### src/rtl/clock_set_controller.sv
// clock_set_controller
// Edit-mode sequencer for the calendar clock's time-setting datapath.
// Walks RUN -> HOUR -> MINUTE -> MONTH -> DAY -> RUN on the mode key, turns
// add-key presses into single-cycle increment requests for the field being
// edited, holds the seconds chain while a field has been changed, blinks the
// edited field and falls back to RUN after an idle timeout.
//
// Optional feature: define CLOCK_SET_AUTO_REPEAT_EN to enable add-key
// auto-repeat while key_add_level is held.
//
// Ports:
//   clock           system clock (32.768 kHz)
//   reset           synchronous active-high reset
//   tick_10ms       single-cycle pulse every 10 ms
//   key_mode_pulse  debounced mode key press (1 cycle)
//   key_add_pulse   debounced add key press (1 cycle)
//   key_add_level   debounced add key held level (auto-repeat only)
//   status          0 RUN, 1 HOUR, 2 MINUTE, 3 MONTH, 4 DAY
//   inc_hour/inc_minute/inc_month/inc_day  single-cycle increment requests
//   sec_hold        holds the seconds chain and its prescaler in clear
//   blink           display enable for the edited field (1 = show)
module clock_set_controller #(
  parameter int unsigned TICK_W        = 11,
  parameter int unsigned TIMEOUT_TICKS = 1000,
  parameter int unsigned BLINK_TICKS   = 25,
  parameter int unsigned REPEAT_DELAY  = 50,
  parameter int unsigned REPEAT_RATE   = 10
) (
  input  logic       clock,
  input  logic       reset,
  input  logic       tick_10ms,
  input  logic       key_mode_pulse,
  input  logic       key_add_pulse,
  input  logic       key_add_level,
  output logic [2:0] status,
  output logic       inc_hour,
  output logic       inc_minute,
  output logic       inc_month,
  output logic       inc_day,
  output logic       sec_hold,
  output logic       blink
);

  localparam logic [2:0] ST_RUN    = 3'd0;
  localparam logic [2:0] ST_HOUR   = 3'd1;
  localparam logic [2:0] ST_MINUTE = 3'd2;
  localparam logic [2:0] ST_MONTH  = 3'd3;
  localparam logic [2:0] ST_DAY    = 3'd4;

  localparam logic [TICK_W-1:0] TIMEOUT_LAST = TICK_W'(TIMEOUT_TICKS - 1);
  localparam logic [TICK_W-1:0] BLINK_LAST   = TICK_W'(BLINK_TICKS - 1);

  // inc bit order: [0] hour, [1] minute, [2] month, [3] day
  logic [3:0]        inc, inc_n;
  logic [2:0]        status_n;
  logic              sec_hold_n;
  logic              blink_n;
  logic [TICK_W-1:0] to_cnt, to_cnt_n;
  logic [TICK_W-1:0] bl_cnt, bl_cnt_n;
  logic              add_fire;

`ifdef CLOCK_SET_AUTO_REPEAT_EN
  localparam logic [TICK_W-1:0] REPEAT_LAST   = TICK_W'(REPEAT_DELAY - 1);
  // After a repeat the counter restarts REPEAT_RATE ticks short of the trigger.
  localparam logic [TICK_W-1:0] REPEAT_RELOAD = TICK_W'(REPEAT_DELAY - REPEAT_RATE);
  logic [TICK_W-1:0] rep_cnt, rep_cnt_n;
  logic              rep_fire;
`else
  logic unused_level;
  assign unused_level = key_add_level;
`endif

  assign inc_hour   = inc[0];
  assign inc_minute = inc[1];
  assign inc_month  = inc[2];
  assign inc_day    = inc[3];

  // State and counter registers
  always_ff @(posedge clock) begin
    if (reset) begin
      status   <= ST_RUN;
      inc      <= '0;
      sec_hold <= 1'b0;
      blink    <= 1'b1;
      to_cnt   <= '0;
      bl_cnt   <= '0;
`ifdef CLOCK_SET_AUTO_REPEAT_EN
      rep_cnt  <= '0;
`endif
    end else begin
      status   <= status_n;
      inc      <= inc_n;
      sec_hold <= sec_hold_n;
      blink    <= blink_n;
      to_cnt   <= to_cnt_n;
      bl_cnt   <= bl_cnt_n;
`ifdef CLOCK_SET_AUTO_REPEAT_EN
      rep_cnt  <= rep_cnt_n;
`endif
    end
  end

  // Next-state and next-output logic
  always_comb begin
    status_n = status;
    inc_n    = '0;
    blink_n  = blink;
    to_cnt_n = to_cnt;
    bl_cnt_n = bl_cnt;
    add_fire = 1'b0;
`ifdef CLOCK_SET_AUTO_REPEAT_EN
    rep_cnt_n = rep_cnt;
    rep_fire  = 1'b0;
`endif

    if (key_mode_pulse) begin
      // Mode wins over a coincident add pulse
      status_n = (status == ST_DAY) ? ST_RUN : status + 3'd1;
      to_cnt_n = '0;
      bl_cnt_n = '0;
      blink_n  = 1'b1;
`ifdef CLOCK_SET_AUTO_REPEAT_EN
      rep_cnt_n = '0;
`endif
    end else if (status == ST_RUN) begin
      to_cnt_n = '0;
      bl_cnt_n = '0;
      blink_n  = 1'b1;
`ifdef CLOCK_SET_AUTO_REPEAT_EN
      rep_cnt_n = '0;
`endif
    end else begin
`ifdef CLOCK_SET_AUTO_REPEAT_EN
      if (!key_add_level) begin
        rep_cnt_n = '0;
      end else if (tick_10ms) begin
        if (rep_cnt == REPEAT_LAST) begin
          rep_fire  = 1'b1;
          rep_cnt_n = REPEAT_RELOAD;
        end else begin
          rep_cnt_n = rep_cnt + 1'b1;
        end
      end
      add_fire = key_add_pulse | rep_fire;
`else
      add_fire = key_add_pulse;
`endif

      if (tick_10ms) begin
        if (bl_cnt == BLINK_LAST) begin
          bl_cnt_n = '0;
          blink_n  = ~blink;
        end else begin
          bl_cnt_n = bl_cnt + 1'b1;
        end
      end

      if (add_fire) begin
        to_cnt_n = '0;
        case (status)
          ST_HOUR:   inc_n = 4'b0001;
          ST_MINUTE: inc_n = 4'b0010;
          ST_MONTH:  inc_n = 4'b0100;
          ST_DAY:    inc_n = 4'b1000;
          default:   inc_n = 4'b0000;
        endcase
      end else if (tick_10ms) begin
        if (to_cnt == TIMEOUT_LAST) begin
          // Idle timeout: leave edit mode with display and counters at rest
          status_n = ST_RUN;
          to_cnt_n = '0;
          bl_cnt_n = '0;
          blink_n  = 1'b1;
`ifdef CLOCK_SET_AUTO_REPEAT_EN
          rep_cnt_n = '0;
`endif
        end else begin
          to_cnt_n = to_cnt + 1'b1;
        end
      end
    end

    // Seconds stay held from the first edit until edit mode is left
    sec_hold_n = (status_n == ST_RUN) ? 1'b0 : (sec_hold | add_fire);
  end

endmodule

### config.mk
export PLATFORM = sky130hd
export DESIGN_NAME = clock_set_controller
export DESIGN_NICKNAME = d
export VERILOG_FILES = /design/src/rtl/clock_set_controller.sv
export SDC_FILE = /design/constraint.sdc
export NUM_CORES = 1
export LEC_CHECK = 0
export CAP_MARGIN = 20
export CORE_ASPECT_RATIO = 1.75
export CORE_MARGIN = 2
export CORE_UTILIZATION = 37
export CTS_BUF_LIST = sky130_fd_sc_hd__clkbuf_4 sky130_fd_sc_hd__clkbuf_8
export CTS_CLUSTER_SIZE = 40
export DETAILED_ROUTE_END_ITERATION = 10
export MAX_ROUTING_LAYER = met4
export PLACE_DENSITY_LB_ADDON = 0.15
export REMOVE_ABC_BUFFERS = 1
export SETUP_SLACK_MARGIN = 0.02
export SLEW_MARGIN = 20
export SYNTH_ARGS = -nofsm -noshare
export SYNTH_HDL_FRONTEND = slang
export SYNTH_SLANG_ARGS = --single-unit
export TNS_END_PERCENT = 30
### constraint.sdc
create_clock -name clock -period 2.04 [get_ports clock]
set_clock_uncertainty 0.05 [all_clocks]
set_input_delay 0.306 -clock clock [delete_from_list [all_inputs] [get_ports clock]]
set_output_delay 0.306 -clock clock [all_outputs]
set_load 0.03 [all_outputs]
==> results.cfg <==
[logic_synthesis]
synthCells = 169
synth-seq-area-share = 0.417
yosys_warnings = 0
ys_ff_latch = 31
netlist_area_sq_um = 1490
syn_avg_cell_area_sq_um = 8.80
synth_cell_types = 36

[detailed_routing]
detail_route.vias_per_cell = 5.04
drt_drc_violations_left = 0
vias = 1240
initialDrtViolationCount = 39
ant_nets = 0
drtPass1Iterations = 5
drt-total-wl_um = 2980
wl_per_cell_um = 12.1

[floorplan]
die_w_um = 51.9
rows = 30
die_area_sq_um = 4560
start_util = 0.385
die_h_um = 87.9
io_pins = 15
core_area_sq_um = 3870

[cts]
clock_sinks = 31
ctsHoldBuffers = 0
cts_tree = built
cts-root-buf = clkbuf_8
clk_latency_ns = 0.28
clk_pin_slew_ns = 0.06
cts_resized = 0
cts_inserted_buffers = 5
cts_setup_buffers = 0
cts.htree.levels = 2
cts_buffer_depth = 2

[sta]
rsz0062_at_grt = no
relSlewSlack = 0.693
period_needed_ns = 1.83
slew_violations = 0
fin_crit_sh = 0.898
fin_ws_ns = 0.209
hold_viol_final = 0
tightest_slew_ns = 0.454
setup_viol = 0
max_freq_mhz = 546
tns_ns = 0

[layout]
final_nets = 211
area_growth_pct = 24.5
drive_above_1_share = 0.131
num_antenna_cells = 0
final_common_cell = dfxtp_1
final_cell_mix = dfxtp_1 (31), nor2_1 (25), nand2_1 (16), clkdlybuf4s50_1 (13), xnor2_1 (11)

[worst_setup_path]
cp-start-kind = flip-flop
critical_path_required_ns = 1.68
crit_buf_inv = 1
critPathTopFamily = buffers and inverters
crit_fanout = 8
endpoint_kind = output port
worstPathArrival_ns = 1.48
crit_chain = clkdlybuf4s50_1
critPathKind = reg -> out
critical_path.max_stage_delay_ns = 0.73
slowest_stage = clkdlybuf4s50_1

[global_routing]
track_usage = 0.153
grt_pass1_wl_um = 5130
grt_max_degree = 17
grt_pass1_vias = 1188
antenna_found_initial = 0
grt_remaining_overflow = 0

[power]
powerDensity_nw_per_um2 = 675
p_leak_nw = 0.633
ir_drop_uv = 414

[flow_run]
maxCapViolCount = 0

[placed_design]
gp_congestion = 0.863
port_buffers = 13
dp_slack_ns = 0.0744
dpl.hpwl_um = 2270

[status]
status = completed

[worst_hold_path]
hp-class = reg -> reg
-- worst paths after layout --
kind                    from    endpoint  slack, ns  cells after the start
setup / recovery   status[2]   status[2]       0.21                      1
hold / removal    to_cnt[10]  to_cnt[10]       0.44                      2
setup reg to reg   to_cnt[4]  bl_cnt[10]       0.23                      4
hold reg to reg   to_cnt[10]  to_cnt[10]       0.44                      2
-- through the flow --
stage / total power (W) / hold slack [ns] / util / cells / cell area [sq um]
global placement: 0.000724 / 0.415 / 0.451 / 238 / 1740
finish: 0.00125 / 0.439 / 0.479 / 246 / 1850
detailed placement: 0.000725 / 0.431 / 0.451 / 238 / 1740
global route: 0.00130 / 0.469 / 0.479 / 246 / 1850
floorplan: 0.000676 / 0.325 / - / 166 / 1460
CTS: 0.00127 / 0.442 / 0.478 / 246 / 1850
-- state kept, by name, summed over array words and instances (netlist names) --
| name | cells |
|---|---|
| blink | 1 |
| sec_hold | 1 |
| bl_cnt | 11 |
| status | 3 |
| inc | 4 |
| to_cnt | 11 |
-- power breakdown --
part	total, W	internal (W)	switching (W)
combinational	0.0000973	0.0000445	0.0000528
clock	0.000538	0.000321	0.000217
sequential	0.000615	0.000611	0.00000490
-- routing by layer --
layer / global-route usage / up-vias / wire [um]
met2: 0.269 / 23 / 1600
met5: - / - / 0
met4: 0.0646 / 0 / 36
li1: - / 633 / -
met3: 0.0375 / 4 / 99
met1: 0.156 / 580 / 1240
-- cells in the mapped netlist, drive strengths merged --
cell	number	area share
o31ai	1	0.0050
ha	8	0.067
inv	10	0.025
o221ai	1	0.0059
or2	1	0.0042
a32o	1	0.0067
a21oi	9	0.030
a31oi	1	0.0042
xnor2	11	0.065
or3	1	0.0042
nor3b	2	0.010
nand2	16	0.040
mux2i	1	0.0067
or4	1	0.0050
nor2	26	0.067
dfxtp	31	0.42
nor4	1	0.0042
nor2b	3	0.013
and2	1	0.0042
or4b	1	0.0067
nor3	6	0.024
and3	2	0.0084
nand3	6	0.020
o21ai	2	0.0092
buf	3	0.020
nor4b	1	0.0059
o211ai	4	0.033
nand2b	2	0.0084
xor2	7	0.041
nand4	9	0.038
-- layout make-up --
class	count	area [sq um]
timing repair buffer	24	225
sequential	31	621
inverter	10	37.5
tap	48	60.1
clock buffer	8	104
multi-input combinational	125	805
fill	362	2010
-- cells by family after synthesis --
logic type                 count (synthesis)  synth area share
AOI/OAI and AO/OA                         19            0.0942
adders and majority gates                  8            0.0673
muxes                                      1           0.00673
xor gates and xnor gates                  18             0.106
and+or+nand+nor                           79             0.263
buffers and inverters                     13            0.0454
DFF                                       31             0.417
(Power assumes the default switching activity.)
==> RTL change, RTL diff (same settings) <==
Add a define of `CLOCK_SET_AUTO_REPEAT_EN`.
--- a/src/rtl/clock_set_controller.sv
+++ b/src/rtl/clock_set_controller.sv
@@ -19,6 +19,8 @@
 //   inc_hour/inc_minute/inc_month/inc_day  single-cycle increment requests
 //   sec_hold        holds the seconds chain and its prescaler in clear
 //   blink           display enable for the edited field (1 = show)
+`define CLOCK_SET_AUTO_REPEAT_EN
+
 module clock_set_controller #(
   parameter int unsigned TICK_W        = 11,
   parameter int unsigned TIMEOUT_TICKS = 1000,
Check against the original RTL: no difference found for any inputs over 10 cycles, from zero or initial values and one cycle with reset high; that may be too few to reach the edited logic, so the function may still have changed.
==> RTL change against the unedited design <==
Total power increased by 16%; wire length increased by 24%; area after synthesis increased by 30%; synthesized cell count increased by 26%; critical endpoint is now sec_hold; sequential cell count increased by 11; final cell count increased by 22%; critical path type is now flop to flop; sequential share of layout area increased by 2.7 points; final area increased by 25%; count of clock-buffer cells in the layout decreased by 1; setup slack got worse by 43 ps.
==> RTL change: results (changes against the unedited design) <==
Outcome
  • Status: finished, final reports clean

Place
  • Post-Place Setup Slack: -144 ps (-218 ps)
  • Buffers on Ports: 14 (+1)
  • Post-DP HPWL: 2.89 mm (+28%)
  • GPL Wtd Cong: 0.741 (-14%)

Yosys
  • Cell variety after synth: 34 (-5.6%)
  • EDFF count, synth: 0 (unchanged)
  • Post-synth top cells: dfxtp_1, nor2_1, xor2_1
  • Post-synthesis sequential area ratio: 43.6% (+1.8 points)
  • Most common flop cell mapped by yosys: dfxtp_1
  • YS warnings: 0 (unchanged)
  • Async S/R FF share, synth: 0% (unchanged)
  • Area contributors post-synth: dfxtp_1, xor2_1, nor2_1

Clock network
  • Num CTS Buffers: 5 (unchanged)
  • H-tree levels: 2 (unchanged)
  • Worst skew pair latency: 290 ps
  • Clock Pin Slew Worst Setup and Hold Paths: 80 ps (+20 ps)
  • Bufs on Longest Clock Path: 2 (unchanged)
  • CTS resizes: 0 (unchanged)
  • Setup bufs post-CTS: 0 (unchanged)
  • Clock Tree Root: clkbuf_8

Worst setup path
  • CP max-delay cell: dfxtp_1
  • Critical path's top delay family: compound AO/OA/AOI/OAI gates
  • Critical path peak fanout: 6 (-2)
  • WP data arrival: 1990 ps (+510 ps)
  • Max incr delay on CP: 370 ps (-360 ps)
  • Reg2reg path depth: 8 (+4)

Final layout
  • Diode count: 0 (unchanged)
  • Layout cells sized above 1: 12.2% (-0.89 points)
  • Top Registers: bl_cnt: 11 flops, rep_cnt: 11 flops, to_cnt: 11 flops
  • Number of nets in the layout: 261 (+24%)

Routing
  • Post-Route WL: 3.68 mm (+24%)
  • Iteration count of the initial detailed-routing pass: 4 (-1)
  • Drt first-iter violations: 51 (+31%)
  • Via Count: 1494 (+20%)
  • ANT nets after route: 0 (unchanged)

Hold path
  • Worst hold path type: flop to flop
  • Hold path depth: 2 (unchanged)

GRT
  • Grt ovf: 0 (unchanged)
  • First-pass GRT wire length: 6.60 mm (+29%)
  • GRT Overall Usage: 15.0% (-0.27 points)
  • Largest net degree at the start of global routing: 14 (-3)
  • Initial antenna violation count: 0 (unchanged)

Flow run
  • Maxcap violations: 0 (unchanged)

Timing
  • Relative slew slack: 78.6% (+9.3 points)

Power
  • Leak: 0.000824 uW (+30%)
  • Worst IR Drop VDD: 387 uV (-6.5%)
==> RTL change: changes by cell type in the layout (fill, tap and decap cells not counted), moves of 3 or more <==
cell      delta
dfxtp_1     +11
nor3_1       -4
a21oi_1      -4
and3_1       +3
nand4_1      +3
buf_4        +6
nor2b_1      -3
nor2_1      +17
xor2_1      +13
nand3_1      +3
nand2b_1     +3
==> RTL change: cells by family after synthesis <==
kind of cell | after synthesis | synth area share (%)
fa+ha+maj | 10 | 6.48
buf+inv | 14 | 2.92
simple gates | 101 | 26.8
compound gates | 14 | 5.64
xor+xnor | 31 | 14.1
flops | 42 | 43.6
mux | 1 | 0.518
==> RTL change: path summary, 6_finish.rpt <==
path / start / endpoint / slack (ps)
min reg2reg: sec_hold / sec_hold / 430
max: rep_cnt[1] / sec_hold / 170
min: sec_hold / sec_hold / 430
max reg2reg: rep_cnt[1] / sec_hold / 170
==> RTL change: stage by stage <==
stage	total power (uW)	instance area, um^2	instances	hold slack, ps
after global placement	955	2240	292	411
after CTS	1480	2320	299	426
after detailed placement	954	2240	292	410
after global routing	1520	2320	299	438
final	1460	2320	299	429
after floorplan	896	1910	208	328
==> RTL change: metal layers <==
layer  vias up  routed length (um)  track usage [%]
met5         -                   0                -
met4         0                  81             7.34
met3         4                  71             2.86
met2        11                2050             27.4
li1        780                   -                -
met1       699                1480             14.5
==> RTL change: power breakdown <==
group | switching, uW | internal, uW
registers | 6.17 | 825
logic | 53.4 | 49.7
clock network | 259 | 262
total | 319 | 1140
==> RTL change: area by class of cell <==
class / instances / area, um^2
fill: 500 / 2700
inverter: 9 / 33.8
clock buffer: 7 / 83.8
multi-input combinational: 157 / 1040
sequential: 42 / 841
tap: 54 / 67.6
timing repair buffer: 30 / 260
